$ cat config.mk
export PLATFORM = sky130hd
export DESIGN_NAME = dac_spi_tx_flat
export DESIGN_NICKNAME = d
export VERILOG_FILES = /design/src/rtl/dac_spi_tx_if.sv /design/src/rtl/dac_spi_tx.sv /design/src/flat_wrapper.sv
export SDC_FILE = /design/constraint.sdc
export NUM_CORES = 1
export LEC_CHECK = 0
export ABC_CLOCK_PERIOD_IN_PS = 1600
export CORE_UTILIZATION = 47
export CTS_CLUSTER_DIAMETER = 30
export DETAILED_ROUTE_END_ITERATION = 8
export GPL_ROUTABILITY_DRIVEN = 0
export PLACE_DENSITY = 0.75
export SLEW_MARGIN = 40
export SYNTH_ARGS = -nofsm -noshare
export SYNTH_HDL_FRONTEND = slang
export SYNTH_SLANG_ARGS = --single-unit
$ cat constraint.sdc
create_clock -name CLK_50_MAX10 -period 1.6 [get_ports CLK_50_MAX10]
set_input_delay 0.32 -clock CLK_50_MAX10 [delete_from_list [all_inputs] [get_ports CLK_50_MAX10]]
set_output_delay 0.32 -clock CLK_50_MAX10 [all_outputs]
set_load 0.01 [all_outputs]
$ cat src/rtl/dac_spi_tx_if.sv
// Fabric-side frame request channel for the DAC serialiser: one frame per valid/ready handshake.
interface dac_spi_tx_if;
  localparam int unsigned DATA_W = 16;
  localparam int unsigned PD_W   = 2;

  logic              s_valid;
  logic              s_ready;
  logic [DATA_W-1:0] s_data;
  logic [PD_W-1:0]   s_pd;

  modport master (output s_valid, output s_data, output s_pd, input  s_ready);
  modport slave  (input  s_valid, input  s_data, input  s_pd, output s_ready);
endinterface

$ cat src/rtl/dac_spi_tx.sv
// Serialises {6'b0, pd, data} into 24-bit SYNC/SCLK/DIN write frames for the board DAC.
module dac_spi_tx #(
  parameter int unsigned CLK_DIV    = 2,
  parameter int unsigned GAP_CYCLES = 2
) (
  input  logic         CLK_50_MAX10,
  input  logic         CPU_RESETn,
  dac_spi_tx_if.slave  s,
  output logic         DAC_SYNC,
  output logic         DAC_SCLK,
  output logic         DAC_DIN,
  output logic         done,
  output logic [15:0]  frame_cnt
);

  localparam int unsigned FRAME_W  = 24;
  localparam int unsigned CNT_W    = 16;
  localparam int unsigned BIT_W    = 5;
  localparam int unsigned BIT_LAST = FRAME_W - 1;
  localparam int unsigned DIV_W    = (CLK_DIV > 1) ? $clog2(CLK_DIV) : 1;
  localparam int unsigned DIV_LAST = CLK_DIV - 1;
  localparam int unsigned GAP_W    = (GAP_CYCLES > 1) ? $clog2(GAP_CYCLES) : 1;
  localparam int unsigned GAP_LAST = (GAP_CYCLES > 1) ? GAP_CYCLES - 2 : 0;

  typedef enum logic [1:0] {IDLE, SHIFT, GAP} state_t;

  state_t             state_q, state_d;
  logic [FRAME_W-1:0] shreg_q, shreg_d;
  logic [BIT_W-1:0]   bit_q, bit_d;
  logic [DIV_W-1:0]   div_q, div_d;
  logic [GAP_W-1:0]   gap_q, gap_d;
  logic               ready_q, ready_d;
  logic               sync_q, sync_d;
  logic               sclk_q, sclk_d;
  logic               din_q, din_d;
  logic               done_q, done_d;
  logic [CNT_W-1:0]   frame_cnt_q, frame_cnt_d;
  logic [FRAME_W-1:0] frame_c;

  assign frame_c = {6'b0, s.s_pd, s.s_data};

  // State and output registers; reset drives SYNC high at once to abort any write in flight.
  always_ff @(posedge CLK_50_MAX10 or negedge CPU_RESETn) begin
    if (!CPU_RESETn) begin
      state_q     <= IDLE;
      shreg_q     <= '0;
      bit_q       <= '0;
      div_q       <= '0;
      gap_q       <= '0;
      ready_q     <= 1'b1;
      sync_q      <= 1'b1;
      sclk_q      <= 1'b1;
      din_q       <= 1'b0;
      done_q      <= 1'b0;
      frame_cnt_q <= '0;
    end else begin
      state_q     <= state_d;
      shreg_q     <= shreg_d;
      bit_q       <= bit_d;
      div_q       <= div_d;
      gap_q       <= gap_d;
      ready_q     <= ready_d;
      sync_q      <= sync_d;
      sclk_q      <= sclk_d;
      din_q       <= din_d;
      done_q      <= done_d;
      frame_cnt_q <= frame_cnt_d;
    end
  end

  // Next state; sclk_q doubles as the phase flag (1 = high phase, 0 = low phase) in SHIFT.
  always_comb begin
    state_d     = state_q;
    shreg_d     = shreg_q;
    bit_d       = bit_q;
    div_d       = div_q;
    gap_d       = gap_q;
    ready_d     = ready_q;
    sync_d      = sync_q;
    sclk_d      = sclk_q;
    din_d       = din_q;
    done_d      = 1'b0;
    frame_cnt_d = frame_cnt_q;

    unique case (state_q)
      IDLE: begin
        if (s.s_valid && ready_q) begin
          shreg_d = frame_c;
          bit_d   = BIT_W'(BIT_LAST);
          div_d   = '0;
          ready_d = 1'b0;
          sync_d  = 1'b0;
          sclk_d  = 1'b1;
          din_d   = frame_c[FRAME_W-1];
          state_d = SHIFT;
        end
      end

      SHIFT: begin
        if (div_q == DIV_W'(DIV_LAST)) begin
          div_d = '0;
          if (sclk_q) begin
            sclk_d = 1'b0;
          end else if (bit_q == '0) begin
            sclk_d      = 1'b1;
            sync_d      = 1'b1;
            din_d       = 1'b0;
            done_d      = 1'b1;
            frame_cnt_d = frame_cnt_q + CNT_W'(1);
            gap_d       = '0;
            if (GAP_CYCLES > 1) begin
              state_d = GAP;
            end else begin
              state_d = IDLE;
              ready_d = 1'b1;
            end
          end else begin
            // Rotate so the next bit sits at [FRAME_W-2]; DIN only moves at the start of a high phase.
            sclk_d  = 1'b1;
            bit_d   = bit_q - BIT_W'(1);
            shreg_d = {shreg_q[FRAME_W-2:0], shreg_q[FRAME_W-1]};
            din_d   = shreg_q[FRAME_W-2];
          end
        end else begin
          div_d = div_q + DIV_W'(1);
        end
      end

      GAP: begin
        // Ready rises one cycle early so an accept lands exactly GAP_CYCLES after SYNC rises.
        if (gap_q == GAP_W'(GAP_LAST)) begin
          state_d = IDLE;
          ready_d = 1'b1;
        end else begin
          gap_d = gap_q + GAP_W'(1);
        end
      end

      default: begin
        state_d = IDLE;
        ready_d = 1'b1;
      end
    endcase
  end

  assign s.s_ready = ready_q;
  assign DAC_SYNC  = sync_q;
  assign DAC_SCLK  = sclk_q;
  assign DAC_DIN   = din_q;
  assign done      = done_q;
  assign frame_cnt = frame_cnt_q;

endmodule

$ cat src/flat_wrapper.sv
// flat-port wrapper written by rule: the top's interface ports become plain ports
module dac_spi_tx_flat 
#(
  parameter int unsigned CLK_DIV    = 2,
  parameter int unsigned GAP_CYCLES = 2
)
  (CLK_50_MAX10, CPU_RESETn, DAC_SYNC, DAC_SCLK, DAC_DIN, done, frame_cnt, s_s_valid, s_s_data, s_s_pd, s_s_ready);
  dac_spi_tx_if s_i ();
  input  logic CLK_50_MAX10;
  input  logic CPU_RESETn;
  output logic DAC_SYNC;
  output logic DAC_SCLK;
  output logic DAC_DIN;
  output logic done;
  output logic [15:0] frame_cnt;
  input wire logic [$bits(s_i.s_valid)-1:0] s_s_valid;
  input wire logic [$bits(s_i.s_data)-1:0] s_s_data;
  input wire logic [$bits(s_i.s_pd)-1:0] s_s_pd;
  output wire logic [$bits(s_i.s_ready)-1:0] s_s_ready;
  assign s_i.s_valid = s_s_valid;
  assign s_i.s_data = s_s_data;
  assign s_i.s_pd = s_s_pd;
  assign s_s_ready = s_i.s_ready;
  dac_spi_tx #(.CLK_DIV(CLK_DIV), .GAP_CYCLES(GAP_CYCLES)) u_core (.CLK_50_MAX10(CLK_50_MAX10), .CPU_RESETn(CPU_RESETn), .s(s_i), .DAC_SYNC(DAC_SYNC), .DAC_SCLK(DAC_SCLK), .DAC_DIN(DAC_DIN), .done(done), .frame_cnt(frame_cnt));
endmodule
==> impl_metrics.py <==
metrics = {
    "synth": {
        "yosysWarnings": 0,
        "yosysUniqueCellTypes": 37,
        "syn_area_sq_mm": 0.00243,
        "ys_ff_latch": 53,
        "synth_fp_nets": 239,
        "ys_seq_area_share_pct": 54.8,
        "synth.avg_cell_area_sq_um": 11.2,
        "syn_inst": 216,
    },
    "grt": {
        "met2_usage_pct": 35.0,
        "busiest_layer": "met2",
        "antenna_found_initial": 0,
        "grt_use_met1_pct": 30.6,
        "grt_pass1_vias": 1820,
        "grt_pass1_wl_um": 8840,
        "track_usage_pct": 21.8,
        "grt_overflow": 0,
        "grt_max_degree": 54,
        "use_met3_pct": 4.12,
    },
    "clock_network": {
        "cts_root_buffer": "clkbuf_8",
        "cts-htree-levels": 2,
        "clk_latency_ns": 0.31,
        "path_clk_slew_ns": 0.09,
        "max-clock-path-buffers": 2,
        "clock-sinks": 53,
        "numCtsBuffers": 5,
        "cts_tree": "yes",
    },
    "layout": {
        "n_antenna_cell": 0,
        "final_layout_size_suffix_gt1_share_pct": 36.4,
        "multi_input_area_sq_mm": 0.00133,
        "layout_commonest_cell": "dfrtp_1",
        "area_growth_syn_to_layout_pct": 58.7,
        "final_nets": 324,
        "seqCellArea_sq_mm": 0.00133,
        "mostFrequentLayoutCells": "dfrtp_1 (49), clkdlybuf4s50_1 (32), buf_4 (30)",
        "finalInstanceArea_sq_mm": 0.00385,
        "post-route-util_pct": 79.5,
        "fill_cells": 275,
    },
    "sta": {
        "fin_crit_sh_pct": 118,
        "setup-violations-final": 47,
        "whs_ns": 0.504,
        "fin_crit_ns": 1.88,
        "relSlewSlack_pct": 54.6,
        "setup_slack_ns": -0.281,
        "hold_viol_final": 0,
        "slew_viol_final": 0,
        "worstMarginPinSlew_ns": 0.679,
        "fmax_mhz": 532,
        "rsz0062_at_grt": "yes",
        "fin_skew_ns": 0.00737,
    },
    "placed_design": {
        "dp_hpwl_um": 3400,
        "numPortBuffers": 41,
        "dpl_cell_area_sq_mm": 0.00321,
    },
    "worst_setup_path": {
        "reg2reg_from": "u_core.bit_q[1]",
        "crit_type": "reg2reg",
        "r2r_setup_slack_ns": -0.28,
        "crit_fanout": 3,
        "end_kind": "register",
        "crit_end": "u_core.frame_cnt[15]",
        "r2r_cells": 7,
        "r2r_end": "u_core.frame_cnt[15]",
        "start_kind": "register",
        "crit_arrival_ns": 2.11,
        "startpoint": "u_core.bit_q[1]",
        "crit_required_ns": 1.83,
    },
    "floorplanning": {
        "die_h_um": 73.9,
        "die_w_um": 73.9,
        "io_pins": 42,
        "start_util_pct": 50.1,
        "rows": 25,
        "core_sq_mm": 0.00485,
        "die_area_sq_mm": 0.00546,
    },
    "routing": {
        "drt-pass1-iter-count": 4,
        "finalWirelength_um": 7340,
        "vias_per_cell": 5.80,
        "drc_errors": 0,
        "ant_nets": 0,
        "wl_per_cell_um": 19.9,
        "via_count": 2141,
        "drt_iter0_drc": 105,
    },
    "job": {
        "maxCapViolCount": 0,
    },
    "power": {
        "leakagePower_uw": 0.00189,
        "pwr_density_cell_mw_per_mm2": 1420,
        "peakVddDrop_mv": 0.995,
    },
    "run_status": {
        "violations": "negative setup slack",
        "outcome": "finished, violations left",
    },
    "hold_path": {
        "hold_path_class": "reg2reg",
    },
}
[per-layer routing]
layer / vias to the layer above / routed length, um
li1: 960 / -
met1: 1084 / 3050
met2: 73 / 3730
met3: 24 / 341
met4: 0 / 211
met5: - / 0
[registers in the layout (all words and copies together), names as in the netlist]
register / cells
u_core.shreg_q: 24
u_core.frame_cnt: 16
u_core.bit_q: 5
u_core.state_q: 2
u_core.DAC_DIN: 1
u_core.DAC_SCLK: 1
u_core.DAC_SYNC: 1
u_core.div_q: 1
u_core.done: 1
u_core.s.s_ready: 1
[kinds of logic (layout without fill, tap and decap cells)]
family                   after synthesis  count (layout)  synth area share [%]
XOR/XNOR                              17              17                  6.13
AND/OR/NAND/NOR                       55              55                  13.5
multiplexers                          19              19                  7.88
buffers and inverters                 18             104                  3.35
AO/OA/AOI/OAI                         52              52                  13.3
flip-flops                            53              53                  54.8
adder cells (fa/ha/maj)                2               2                  1.03
[critical path, cell delays in order, from the launching register on]
cell and delay (ns):
dfrtp_1 0.42, inv_2 0.10, ha_4 0.13, nor4b_4 0.29, nand3_2 0.21, buf_6 0.18, nor4_4 0.26, xor2_1 0.21
[Yosys cell counts]
cell type   n  area share [%]
nor2_1      8             1.2
or2b_1      1            0.31
a22oi_1     1            0.31
inv_1       5            0.77
and3_1      1            0.26
nor3_1      3            0.62
mux2i_1    18             7.4
and4bb_2    1            0.52
nand3_1     4            0.82
nor4b_4     1            0.98
nand3b_1    2            0.62
buf_1       1            0.15
nor2b_1     1            0.26
or3_1       1            0.26
and2_1      2            0.52
nor3b_2     1            0.52
dfrtp_1    50              52
nand3_2     1            0.41
a31oi_1    19             4.9
dfstp_2     3             3.2
a22o_1      8             2.9
nand2_1    11             1.7
a21o_1      2            0.62
clkbuf_1    6            0.93
mux2_2      1            0.46
xnor2_1     6             2.2
nand2b_1    3            0.77
xor2_1     11             4.0
a211oi_1    1            0.31
and4_1      1            0.36
a21oi_1    19             3.9
nor4_1      9             2.3
buf_6       1            0.46
buf_2       5             1.0
o21ai_0     2            0.41
ha_1        2             1.0
nand4_1     4             1.0
[through the flow]
step           TNS (ns)  instances  total power [uW]  worst slack [ns]
3_3_place_gp      -4.03        339              3960            -0.182
4_1_cts           -1.48        355              4920            -0.162
6_report          -7.62        369              5480            -0.281
3_5_place_dp      -5.12        339              4040            -0.228
2_1_floorplan    -0.565        216              3120           -0.0607
5_1_grt          -11.50        369              5720            -0.353
[timing repair]
item	CTS	global route
setup buffers	8	11
gates cloned	0	4
setup endpoints to repair	57	51
endpoints found under the hold margin	20	0
hold buffers	1	0
pin swaps	5	29
resized for setup	19	50
[worst min path at each step]
stage                    startpoint                    to  depth (start not counted)
6_report       u_core.frame_cnt[14]  u_core.frame_cnt[14]                          1
5_1_grt        u_core.frame_cnt[14]  u_core.frame_cnt[14]                          1
4_1_cts        u_core.frame_cnt[14]  u_core.frame_cnt[14]                          1
3_5_place_dp             CPU_RESETn     u_core.shreg_q[4]                          2
3_3_place_gp             CPU_RESETn     u_core.shreg_q[4]                          2
2_1_floorplan            CPU_RESETn        u_core.DAC_DIN                          0
[final cells by class]
cell class                      count  area share (%)
Inverter                            5           0.487
Multi-Input combinational cell    145            34.6
Clock inverter                      1           0.130
Tap cell                           67            2.18
Timing Repair Buffer               91            25.6
Clock buffer                        7            2.50
Sequential cell                    53            34.5
[power by group]
part | leakage, uW | total [uW] | internal [uW] | switching (uW)
sequential | 0.000643 | 2080 | 1750 | 324
combinational | 0.00120 | 2560 | 1340 | 1210
clock | 0.0000542 | 847 | 392 | 454
(Power assumes the default switching activity.)
